==> config.mk <==
export PLATFORM = sky130hd
export DESIGN_NAME = scan_ctrl_flat
export DESIGN_NICKNAME = d
export VERILOG_FILES = /design/src/rtl/scan_pkg.sv /design/src/rtl/scan_ctrl_if.sv /design/src/rtl/scan_ctrl.sv /design/src/flat_wrapper.sv
export SDC_FILE = /design/constraint.sdc
export NUM_CORES = 1
export LEC_CHECK = 0
export BUFFER_PORTS_ARGS = -buffer_cell sky130_fd_sc_hd__buf_4
export CAP_MARGIN = 30
export CORE_ASPECT_RATIO = 1.75
export CORE_UTILIZATION = 30
export DETAILED_ROUTE_END_ITERATION = 6
export PLACE_DENSITY = 0.51
export RECOVER_POWER = 100
export REMOVE_ABC_BUFFERS = 1
export SLEW_MARGIN = 25
export SYNTH_ARGS = -nofsm -noshare
export SYNTH_HDL_FRONTEND = slang
export SYNTH_SLANG_ARGS = --single-unit
export TNS_END_PERCENT = 30
==> constraint.sdc <==
create_clock -name clk -period 4.72 [get_ports clk]
set_clock_uncertainty 0.2 [all_clocks]
set_input_delay 1.416 -clock clk [delete_from_list [all_inputs] [get_ports clk]]
set_output_delay 1.416 -clock clk [all_outputs]
set_load 0.05 [all_outputs]
==> src/rtl/scan_pkg.sv <==
// Shared types and defaults for the CPU scan-chain sequencer.
package scan_pkg;

  typedef enum logic [2:0] {
    IDLE,
    SETUP,
    SHIFT_LO,
    SHIFT_HI,
    FINISH
  } scan_state_e;

  // Shared with the CPU top so the chain length stays in one place.
  localparam int SCAN_CHAIN_LEN_DEFAULT = 24;
  localparam int SCAN_HALF_DEFAULT      = 2;

endpackage

==> src/rtl/scan_ctrl_if.sv <==
// Host-side request/response bundle for scan_ctrl.
interface scan_ctrl_if
  import scan_pkg::*;
#(
  parameter int CHAIN_LEN = SCAN_CHAIN_LEN_DEFAULT
);
  logic                 start;
  logic [CHAIN_LEN-1:0] load_data;
  logic                 busy;
  logic                 done;
  logic [CHAIN_LEN-1:0] capture_data;

  // Host issues requests and reads the captured word.
  modport master (
    output start, load_data,
    input  busy, done, capture_data
  );

  // Sequencer side.
  modport slave (
    input  start, load_data,
    output busy, done, capture_data
  );
endinterface

==> src/rtl/scan_ctrl.sv <==
// Scan-chain sequencer: shifts a parallel word into the CPU scan chain while
// capturing the previous chain contents. Every output is a register loaded
// from the state being left, so pins trail the FSM by one cycle.
module scan_ctrl
  import scan_pkg::*;
#(
  parameter int CHAIN_LEN = SCAN_CHAIN_LEN_DEFAULT,
  parameter int HALF      = SCAN_HALF_DEFAULT
) (
  input  logic       clk,
  input  logic       rst_n,
  scan_ctrl_if.slave host,
  output logic       scan_clk,
  output logic       scan_en,
  output logic       scan_in,
  input  logic       scan_out
);

  localparam int                BW      = $clog2(CHAIN_LEN + 1);
  localparam logic [BW-1:0]     BITS    = BW'(CHAIN_LEN);
  localparam logic [3:0]        PH_LAST = 4'(HALF - 1);

  if (CHAIN_LEN < 2 || CHAIN_LEN > 64) begin : g_bad_len
    $error("scan_ctrl: CHAIN_LEN must be within 2..64");
  end
  if (HALF < 1 || HALF > 15) begin : g_bad_half
    $error("scan_ctrl: HALF must be within 1..15");
  end

  scan_state_e          state_q;
  logic [CHAIN_LEN-1:0] sr_q;
  logic [BW-1:0]        bitcnt_q;
  logic [3:0]           phcnt_q;
  logic                 cap_bit_q;
  logic                 busy_q;
  logic                 done_q;
  logic [CHAIN_LEN-1:0] capture_q;
  logic                 scan_clk_q;
  logic                 scan_en_q;
  logic                 scan_in_q;

  // Sequencer FSM with registered pin and handshake outputs.
  always_ff @(posedge clk or negedge rst_n) begin
    if (!rst_n) begin
      state_q    <= IDLE;
      sr_q       <= '0;
      bitcnt_q   <= '0;
      phcnt_q    <= '0;
      cap_bit_q  <= 1'b0;
      busy_q     <= 1'b0;
      done_q     <= 1'b0;
      capture_q  <= '0;
      scan_clk_q <= 1'b0;
      scan_en_q  <= 1'b0;
      scan_in_q  <= 1'b0;
    end else begin
      busy_q     <= (state_q != IDLE);
      done_q     <= (state_q == FINISH);
      scan_clk_q <= (state_q == SHIFT_HI);
      scan_en_q  <= (state_q inside {SETUP, SHIFT_LO, SHIFT_HI});
      // scan_in only moves while the scan clock is low; held through the high
      // phase so the chain sees a stable bit on the rising edge.
      if (state_q inside {SETUP, SHIFT_LO}) scan_in_q <= sr_q[0];
      else if (state_q != SHIFT_HI)         scan_in_q <= 1'b0;
      if (state_q == FINISH) capture_q <= sr_q;

      case (state_q)
        IDLE: begin
          if (host.start) begin
            sr_q     <= host.load_data;
            bitcnt_q <= BITS;
            phcnt_q  <= PH_LAST;
            state_q  <= SETUP;
          end
        end
        SETUP: state_q <= SHIFT_LO;
        SHIFT_LO: begin
          if (phcnt_q == 4'd0) begin
            cap_bit_q <= scan_out;
            phcnt_q   <= PH_LAST;
            state_q   <= SHIFT_HI;
          end else begin
            phcnt_q <= phcnt_q - 4'd1;
          end
        end
        SHIFT_HI: begin
          if (phcnt_q == 4'd0) begin
            // Captured tail bit enters at the MSB; after CHAIN_LEN steps sr
            // holds the old chain with its first-out bit at [0].
            sr_q     <= {cap_bit_q, sr_q[CHAIN_LEN-1:1]};
            bitcnt_q <= bitcnt_q - BW'(1);
            phcnt_q  <= PH_LAST;
            state_q  <= (bitcnt_q == BW'(1)) ? FINISH : SHIFT_LO;
          end else begin
            phcnt_q <= phcnt_q - 4'd1;
          end
        end
        FINISH:  state_q <= IDLE;
        default: state_q <= IDLE;
      endcase
    end
  end

  assign scan_clk          = scan_clk_q;
  assign scan_en           = scan_en_q;
  assign scan_in           = scan_in_q;
  assign host.busy         = busy_q;
  assign host.done         = done_q;
  assign host.capture_data = capture_q;

endmodule

==> src/flat_wrapper.sv <==
// flat-port wrapper written by rule: the top's interface ports become plain ports
module scan_ctrl_flat import scan_pkg::*;
#(
  parameter int CHAIN_LEN = SCAN_CHAIN_LEN_DEFAULT,
  parameter int HALF      = SCAN_HALF_DEFAULT
)
  (clk, rst_n, scan_clk, scan_en, scan_in, scan_out, host_start, host_load_data, host_busy, host_done, host_capture_data);
  scan_ctrl_if #(.CHAIN_LEN(CHAIN_LEN)) host_i ();
  input  logic clk;
  input  logic rst_n;
  output logic scan_clk;
  output logic scan_en;
  output logic scan_in;
  input  logic scan_out;
  input wire logic [$bits(host_i.start)-1:0] host_start;
  input wire logic [$bits(host_i.load_data)-1:0] host_load_data;
  output wire logic [$bits(host_i.busy)-1:0] host_busy;
  output wire logic [$bits(host_i.done)-1:0] host_done;
  output wire logic [$bits(host_i.capture_data)-1:0] host_capture_data;
  assign host_i.start = host_start;
  assign host_i.load_data = host_load_data;
  assign host_busy = host_i.busy;
  assign host_done = host_i.done;
  assign host_capture_data = host_i.capture_data;
  scan_ctrl #(.CHAIN_LEN(CHAIN_LEN), .HALF(HALF)) u_core (.clk(clk), .rst_n(rst_n), .host(host_i), .scan_clk(scan_clk), .scan_en(scan_en), .scan_in(scan_in), .scan_out(scan_out));
endmodule
After elaboration in Yosys (flattened, before gate mapping). Cells that the tools add are included.

Logic and storage cells: 51. Input port bits: 28. Register bits after elaboration: 66. Output and inout bits: 29.

Muxes and demuxes: 16. Reduce and logical (&&, ||, !) cells: 13. Add/sub/neg operators: 2. Eq/ne operators: 9.

Operators by type and width (number): 24-bit two-way mux (2); 24-bit case mux with 2 select lines (1); 3-bit two-way mux (4); 3-bit case mux with 4 select lines (1); 5-bit two-way mux (2); 5-bit case mux with 2 select lines (1); 4-bit two-way mux (2); 4-bit case mux with 2 select lines (1); 2-bit nonzero test (4); 3-bit by 2-bit equality test with 1-bit output, second input constant (2); 2-bit != test, second input constant (3); 3-bit AND reduction (2); 3-bit nonzero test (2); 5-bit by 1-bit equality test with 1-bit output, second input constant (1); 5-bit by 1-bit subtractor with 5-bit output, second input constant (1); 4-bit zero test (1); 2-bit AND reduction (2); 4-bit by 1-bit subtractor with 4-bit output, second input constant (1); 3-bit by 1-bit equality test with 1-bit output, second input constant (1); 3-bit equality test, second input constant (1); 3-bit zero test (1); 3-bit by 2-bit != test with 1-bit output, second input constant (1); 1-bit two-way mux (2); 2-bit OR reduction (1).

Longest topological paths before layout. Gate-level depths: netlist of the first run.

Depth after elaboration: 4. Gate-level depth with buffers: 7. Gate-level depth less buffers: 5.

Worst setup path after synthesis of the first run. No wires, ideal clock.

Path kind: in2reg. Start: input port host_start. End: register u_core.sr_q[15]. Data required time: 4395 ps. Buffers on the path: 2. Setup slack: 2044 ps. Data arrival time: 2351 ps. Library setup time: 125 ps. Stages: 5. Cells stage by stage: nor4b_4 a21o_1 buf_6 buf_8 mux2_4.

Longest elaborated chain between the ends: 2.

Ends and longest elaborated chain: start, declared (RTL line flat_wrapper.sv:15) `input wire logic [$bits(host_i.start)-1:0] host_start;`; 2-bit != test (no source line); 3-bit AND reduction (no source line); end signal, assigned (RTL line scan_ctrl.sv:70) `sr_q <= host.load_data;`; end signal, assigned (RTL line scan_ctrl.sv:90) `sr_q <= {cap_bit_q, sr_q[CHAIN_LEN-1:1]};`; end, declared (RTL line scan_ctrl.sv:31) `logic [CHAIN_LEN-1:0] sr_q;`.

No other way between the ends. A chain may end at the register's enable or synchronous reset.

Final worst setup path of the first run.
Start: register u_core.state_q[1]. End: register u_core.sr_q[17].

Longest elaborated chain between the ends: 3. Elaborated cells between the ends (all ways): 7. Classes of those cells: 3 x eq/ne; 1 x mux; 3 x reduce/logical.

Ends and longest elaborated chain: start, declared (RTL line scan_ctrl.sv:30) `scan_state_e state_q;`; start signal, assigned (RTL line scan_ctrl.sv:93) `state_q <= (bitcnt_q == BW'(1)) ? FINISH : SHIFT_LO;`; 3-bit by 2-bit equality test with 1-bit output / 3-bit zero test (equally long branches) (RTL line scan_ctrl.sv:67) `case (state_q)`; 2-bit != test (no source line) / 2-bit nonzero test (equally long branches); 3-bit AND reduction (no source line).

Parallel ways exist; a longest one is shown, timed or not.

==> run_results.csv, run 1 <==
group,metric,value,unit
yosys,synthesis.area,3120,sq um
power_and_ir_drop,cellInternalPower,1.47,mW
yosys,ys.flop_type,"dfrtp_1",
critical_path,critical_path_class,"flop to flop",
route,vias_per_cell,4.65,
route,wl,6070,um
critical_path,crit_fanout,31,
hold_path,worstHoldStart,"u_core.sr_q[11]",
route,ant_nets,0,
critical_path,slowest_delay,1230,ps
hold_path,hp-class,"flop to flop",
hold_path,whs_endpoint,"u_core.sr_q[11]",
grt,overflow,0,
yosys,yosys_warnings,0,
die,start_util,31.3,%
timing,hold_viol,0,
route,drt-initial-drc-count,68,
placement,pre_cts_ws,1460,ps
power_and_ir_drop,p_comb_share,26.5,%
timing,tns,0,ps
clocking,clockRootBuffer,"clkbuf_16",
critical_path,required,4720,ps
power_and_ir_drop,pwr-share-seq,41.5,%
critical_path,reg2reg_depth,4,
power_and_ir_drop,power_density,566,nW/um^2
finish,diodes,0,
grt,grt_max_degree,67,
timing,tightest_slew,1710,ps
clocking,post_cts_buffers,0,
die,io_pins,57,
grt,antenna_found_initial,0,
status,status,"complete, but fails checks",
yosys,yosysMostFrequentCell,"dfrtp_1",
power_and_ir_drop,power.leakage,1.66,nW
grt,grt.total_usage,12.0,%
yosys,synth-edff-count,0,
placement,placed_cells,380,
placement,portBuffers,56,
die,dieArea,10800,sq um
critical_path,crit_family,"buffers and inverters",
yosys,syn_avg_cell_area,14.9,sq um
yosys,synthArstFlopShare,100,%
power_and_ir_drop,p_sw,613,uW
route,vias,1840,
finish,layout.cells.non_filler,396,
finish,nets,298,
timing,slew_headroom,-13.9,%
clocking,clockBufferDepth,2,
status,violations,"max-capacitance violations, max-slew violations",
critical_path,r2r-end,"u_core.sr_q[17]",
clocking,clk_pin_slew,50,ps
power_and_ir_drop,switching_share,29.5,%
timing,worst_slack,1570,ps
clocking,clkSinkCount,66,
critical_path,slowest_stage,"clkbuf_1",
critical_path,critical_path_depth,4,
critical_path,endpoint_kind,"flop",
critical_path,ff2ff_setup_slack,1570,ps
critical_path,arrival,3160,ps
timing,max_freq,0.317,GHz
finish,drive_gt1_share,35.8,%
yosys,post-synth-top-area-fraction,52.9,%
clocking,post_cts_resized,0,
yosys,synthTopCellsByCount,"66 x dfrtp_1, 52 x mux2_2, 23 x mux2_4",
hold_path,hold_depth,1,
job,max-cap-violations,2,
critical_path,path_buf_inv,1,
route,firstDrtPassIters,4,
yosys,synth.distinct_cells,41,
critical_path,cp_cell_sequence,"and3b_2 -> clkbuf_1 -> mux2_2 -> mux2_1",
die,rows,48,
power_and_ir_drop,ir_drop,0.233,mV
timing,final-setup-viol-count,0,
critical_path,worstSetupStartpointType,"flop",
clocking,cts_buffers,9,
timing,period_share,66.8,%
placement,dpl.hpwl,4000,um
grt,grt_pass1_wl,9500,um
clocking,clkLatencyLatePin,320,ps
placement,place_congestion,0.658,
clocking,cts_tree,"yes",
critical_path,rr_startpoint,"u_core.state_q[1]",
timing,grt_setup_unrepaired,"no",
yosys,synth_cells,210,
finish,syn_to_final_growth,17.8,%
timing,drv_slew,99,
yosys,ys_seq_elements,66,
route,wire_per_inst,15.3,um
die,coreArea,9970,sq um
route,drc_errors,0,
yosys,ys_seq_area_share,52.9,%
clocking,h-tree-depth,3,
die,die_w,79.1,um
die,die_y,137,um
power_and_ir_drop,clockPowerShare,31.9,%
clocking,hold_buffers,0,
yosys,synth.top_cells.by_area,"dfrtp_1 53%, mux2_2 19%, mux2_4 11%, ha_1 1.6%, mux2i_1 1.3%",
yosys,yosys.area.top_type,"dfrtp_1",
timing,finalCriticalPeriod,3150,ps
grt,grt_pass1_vias,1918,
## cells by family (layout without fill, tap and decap cells)
family / Yosys count / after routing / synth area share [%]
AND/OR/NAND/NOR: 31 / 31 / 6.50
adder cells (fa/ha/maj): 4 / 4 / 1.60
multiplexers: 79 / 79 / 31.1
AO/OA/AOI/OAI: 13 / 13 / 3.37
flip-flops: 66 / 66 / 52.9
buffers and inverters: 17 / 78 / 4.49
## sequential cells by signal, summed over array words and instances (netlist names)
name,count
u_core.scan_en,1
u_core.scan_in,1
u_core.host.busy,1
u_core.host.capture_data,24
u_core.scan_clk,1
u_core.bitcnt_q,5
u_core.phcnt_q,4
u_core.state_q,3
u_core.cap_bit_q,1
u_core.sr_q,24
u_core.host.done,1
## power by group through the flow
| stage | combinational (mW) | clock (mW) | sequential, mW |
|---|---|---|---|
| global placement | 0.655 | 0 | 0.881 |
| CTS | 0.675 | 0.688 | 0.874 |
| floorplan | 0.517 | 0 | 0.861 |
| detailed placement | 0.673 | 0 | 0.880 |
| finish | 0.551 | 0.664 | 0.864 |
| global route | 0.610 | 0.705 | 0.890 |
## layout by cell type (no fill, tap or decap), drive strengths merged, types with 2 or more instances in the layout
master / count
a21o: 2
and2: 2
buf: 25
clkbuf: 47
dfrtp: 66
ha: 4
inv: 4
mux2: 75
mux2i: 4
nand2: 3
nand3: 2
nand4: 2
nor2: 5
nor2b: 5
nor3: 2
nor3b: 2
## stage by stage
stage                     util [%]  hold slack [ps]  power (mW)  cell area, sq um
after detailed placement      36.0              297        1.55              3590
after CTS                     39.0              313        2.24              3890
after global placement        36.0              289        1.54              3590
after global routing          36.9              323        2.21              3670
final                         36.9              303        2.08              3670
after floorplan                  -              274        1.38              3000
## layer usage
| layer | vias up | routed length (um) | GRT usage, % |
|---|---|---|---|
| met3 | 8 | 240 | 3.33 |
| met2 | 39 | 3110 | 20.0 |
| met4 | 0 | 124 | 6.67 |
| met5 | - | 0 | 0 |
| li1 | 866 | - | - |
| met1 | 927 | 2600 | 13.7 |
## worst max path at each step
stage / slack [ps] / to / from
2_1_floorplan: 1530 / u_core.sr_q[0] / host_start
3_3_place_gp: 1500 / u_core.sr_q[0] / host_start
3_5_place_dp: 1460 / u_core.sr_q[0] / host_start
4_1_cts: 1810 / u_core.sr_q[0] / host_start
5_1_grt: 1370 / u_core.sr_q[17] / u_core.state_q[1]
6_report: 1570 / u_core.sr_q[17] / u_core.state_q[1]
## worst register-to-register path: stages (launching register included)
cell and delay (ps):
dfrtp_1 590, and3b_2 260, clkbuf_1 1230, mux2_2 450, mux2_1 300
## final cells by class
class                      instances  area (sq um)
tap                              125           156
sequential                        66          1650
clock inverter                     2          35.0
fill                            1048          6290
multi-input combinational        127          1240
inverter                           4          15.0
timing repair buffer              58           313
clock buffer                      14           264
(Power assumes the default switching activity.)
==> inputs of run 2 (changes only) <==
clock period = 3 ns   (was 4.72 ns; I/O delays follow)
==> run_results.csv, run 2 (synthesized netlist as in run 1, its figures left out) <==
group,metric,value,unit
hold_path,hold_depth,1,
grt,grt_pass1_vias,2025,
route,drt-initial-drc-count,64,
critical_path,worstSetupStartpointType,"flop",
timing,slew_headroom,37.6,%
critical_path,critical_path_class,"flop to flop",
clocking,clkSinkCount,66,
critical_path,endpoint_kind,"flop",
finish,diodes,0,
route,firstDrtPassIters,4,
critical_path,r2r-end,"u_core.sr_q[13]",
hold_path,whs_endpoint,"u_core.host.capture_data[23]",
power_and_ir_drop,switching_share,30.5,%
grt,grt_pass1_wl,10500,um
die,coreArea,9970,sq um
clocking,h-tree-depth,3,
placement,place_congestion,0.676,
clocking,clkLatencyLatePin,320,ps
clocking,clockRootBuffer,"clkbuf_16",
timing,max_freq,0.435,GHz
power_and_ir_drop,p_sw,988,uW
die,start_util,31.3,%
finish,nFillCells,1082,
job,max-cap-violations,0,
clocking,cts_buffers,9,
route,wl,6220,um
clocking,clockBufferDepth,2,
finish,mostFrequentLayoutCells,"66 x dfrtp_1, 52 x mux2_2, 37 x clkbuf_1",
power_and_ir_drop,cellInternalPower,2.25,mW
route,vias_per_cell,4.64,
die,dieArea,10800,sq um
die,die_w,79.1,um
finish,final_common_cell,"dfrtp_1",
timing,finalCriticalPeriod,2300,ps
grt,antenna_found_initial,0,
power_and_ir_drop,clockPowerShare,28.8,%
placement,dpl.hpwl,4360,um
power_and_ir_drop,ir_drop,0.385,mV
critical_path,reg2reg_depth,4,
power_and_ir_drop,total_power,3.24,mW
power_and_ir_drop,p_comb_share,29.0,%
clocking,cts_tree,"yes",
die,rows,48,
timing,fin_hold_ws,302,ps
route,wire_per_inst,15.4,um
finish,drive_gt1_share,38.5,%
timing,tightest_slew,936,ps
clocking,post_cts_buffers,0,
route,drc_errors,0,
die,die_y,137,um
critical_path,ff2ff_setup_slack,700,ps
critical_path,rr_startpoint,"u_core.state_q[1]",
clocking,hold_buffers,0,
power_and_ir_drop,pwr-share-seq,42.2,%
finish,syn_to_final_growth,19.6,%
power_and_ir_drop,power_density,868,nW/um^2
critical_path,arrival,2300,ps
timing,hold_viol,0,
grt,overflow,0,
route,vias,1868,
power_and_ir_drop,power.leakage,1.71,nW
hold_path,worstHoldStart,"u_core.host.capture_data[23]",
grt,grt_max_degree,38,
timing,final-setup-viol-count,0,
clocking,post_cts_resized,0,
finish,regArea,1650,sq um
critical_path,crit_fanout,17,
status,status,"finished, final reports clean",
critical_path,required,3000,ps
finish,nets,305,
timing,drv_slew,0,
placement,portBuffers,56,
timing,grt_setup_unrepaired,"no",
route,ant_nets,0,
clocking,clk_pin_slew,50,ps
finish,multi_input_area,1260,sq um
hold_path,hp-class,"flop to flop",
die,io_pins,57,
timing,period_share,76.7,%
grt,grt.total_usage,13.0,%
run 2: cell count changes in the layout (fill, tap and decap cells not counted), sizes merged:
cell | previous run | this run
clkinv | 1 | 3
bufinv | 1 | 0
buf | 25 | 30
clkbuf | 47 | 48
run 2: cell type report:
type / instances / share of cell area, %
Multi-Input combinational cell: 127 / 33.8
Timing Repair Buffer: 65 / 10.3
Clock buffer: 13 / 6.70
Tap cell: 125 / 4.19
Inverter: 4 / 0.402
Sequential cell: 66 / 44.2
Clock inverter: 3 / 0.402
run 2: through the flow:
stage | setup WS (ps) | util, % | cells | setup TNS [ps] | cell area (sq um)
2_1_floorplan | -35.7 | - | 197 | -214 | 3000
3_3_place_gp | 612 | 36.8 | 387 | 0 | 3670
3_5_place_dp | 585 | 36.8 | 387 | 0 | 3670
4_1_cts | 670 | 39.4 | 403 | 0 | 3930
5_1_grt | 517 | 37.4 | 403 | 0 | 3730
6_report | 700 | 37.4 | 403 | 0 | 3730
run 2: power groups by stage:
| stage | sequential, mW | clock [mW] | combinational (mW) |
|---|---|---|---|
| 3_3_place_gp | 1.39 | 0 | 1.07 |
| 3_5_place_dp | 1.39 | 0 | 1.10 |
| 2_1_floorplan | 1.36 | 0 | 0.813 |
| 4_1_cts | 1.38 | 0.965 | 1.11 |
| 5_1_grt | 1.41 | 0.997 | 1.05 |
| 6_report | 1.37 | 0.932 | 0.941 |
run 2: layer usage:
metal / vias up / track usage, % / routed length (um)
met1: 940 / 16.1 / 2710
met2: 39 / 21.0 / 3160
met3: 7 / 3.47 / 245
met5: - / 0 / 0
li1: 882 / - / -
met4: 0 / 5.76 / 97
run 2: worst max-delay path, stage by stage, from the launching register on:
cell and delay (ps):
dfrtp_1 580, and3b_2 530, buf_12 220, mux2_2 340, mux2_1 300
run 2: worst max-delay path by stage:
stage / start / endpoint
6_report: u_core.state_q[1] / u_core.sr_q[13]
5_1_grt: rst_n / u_core.host.capture_data[8]
4_1_cts: u_core.state_q[1] / u_core.sr_q[2]
3_5_place_dp: host_start / u_core.sr_q[2]
3_3_place_gp: host_start / u_core.sr_q[0]
2_1_floorplan: u_core.state_q[2] / u_core.sr_q[0]
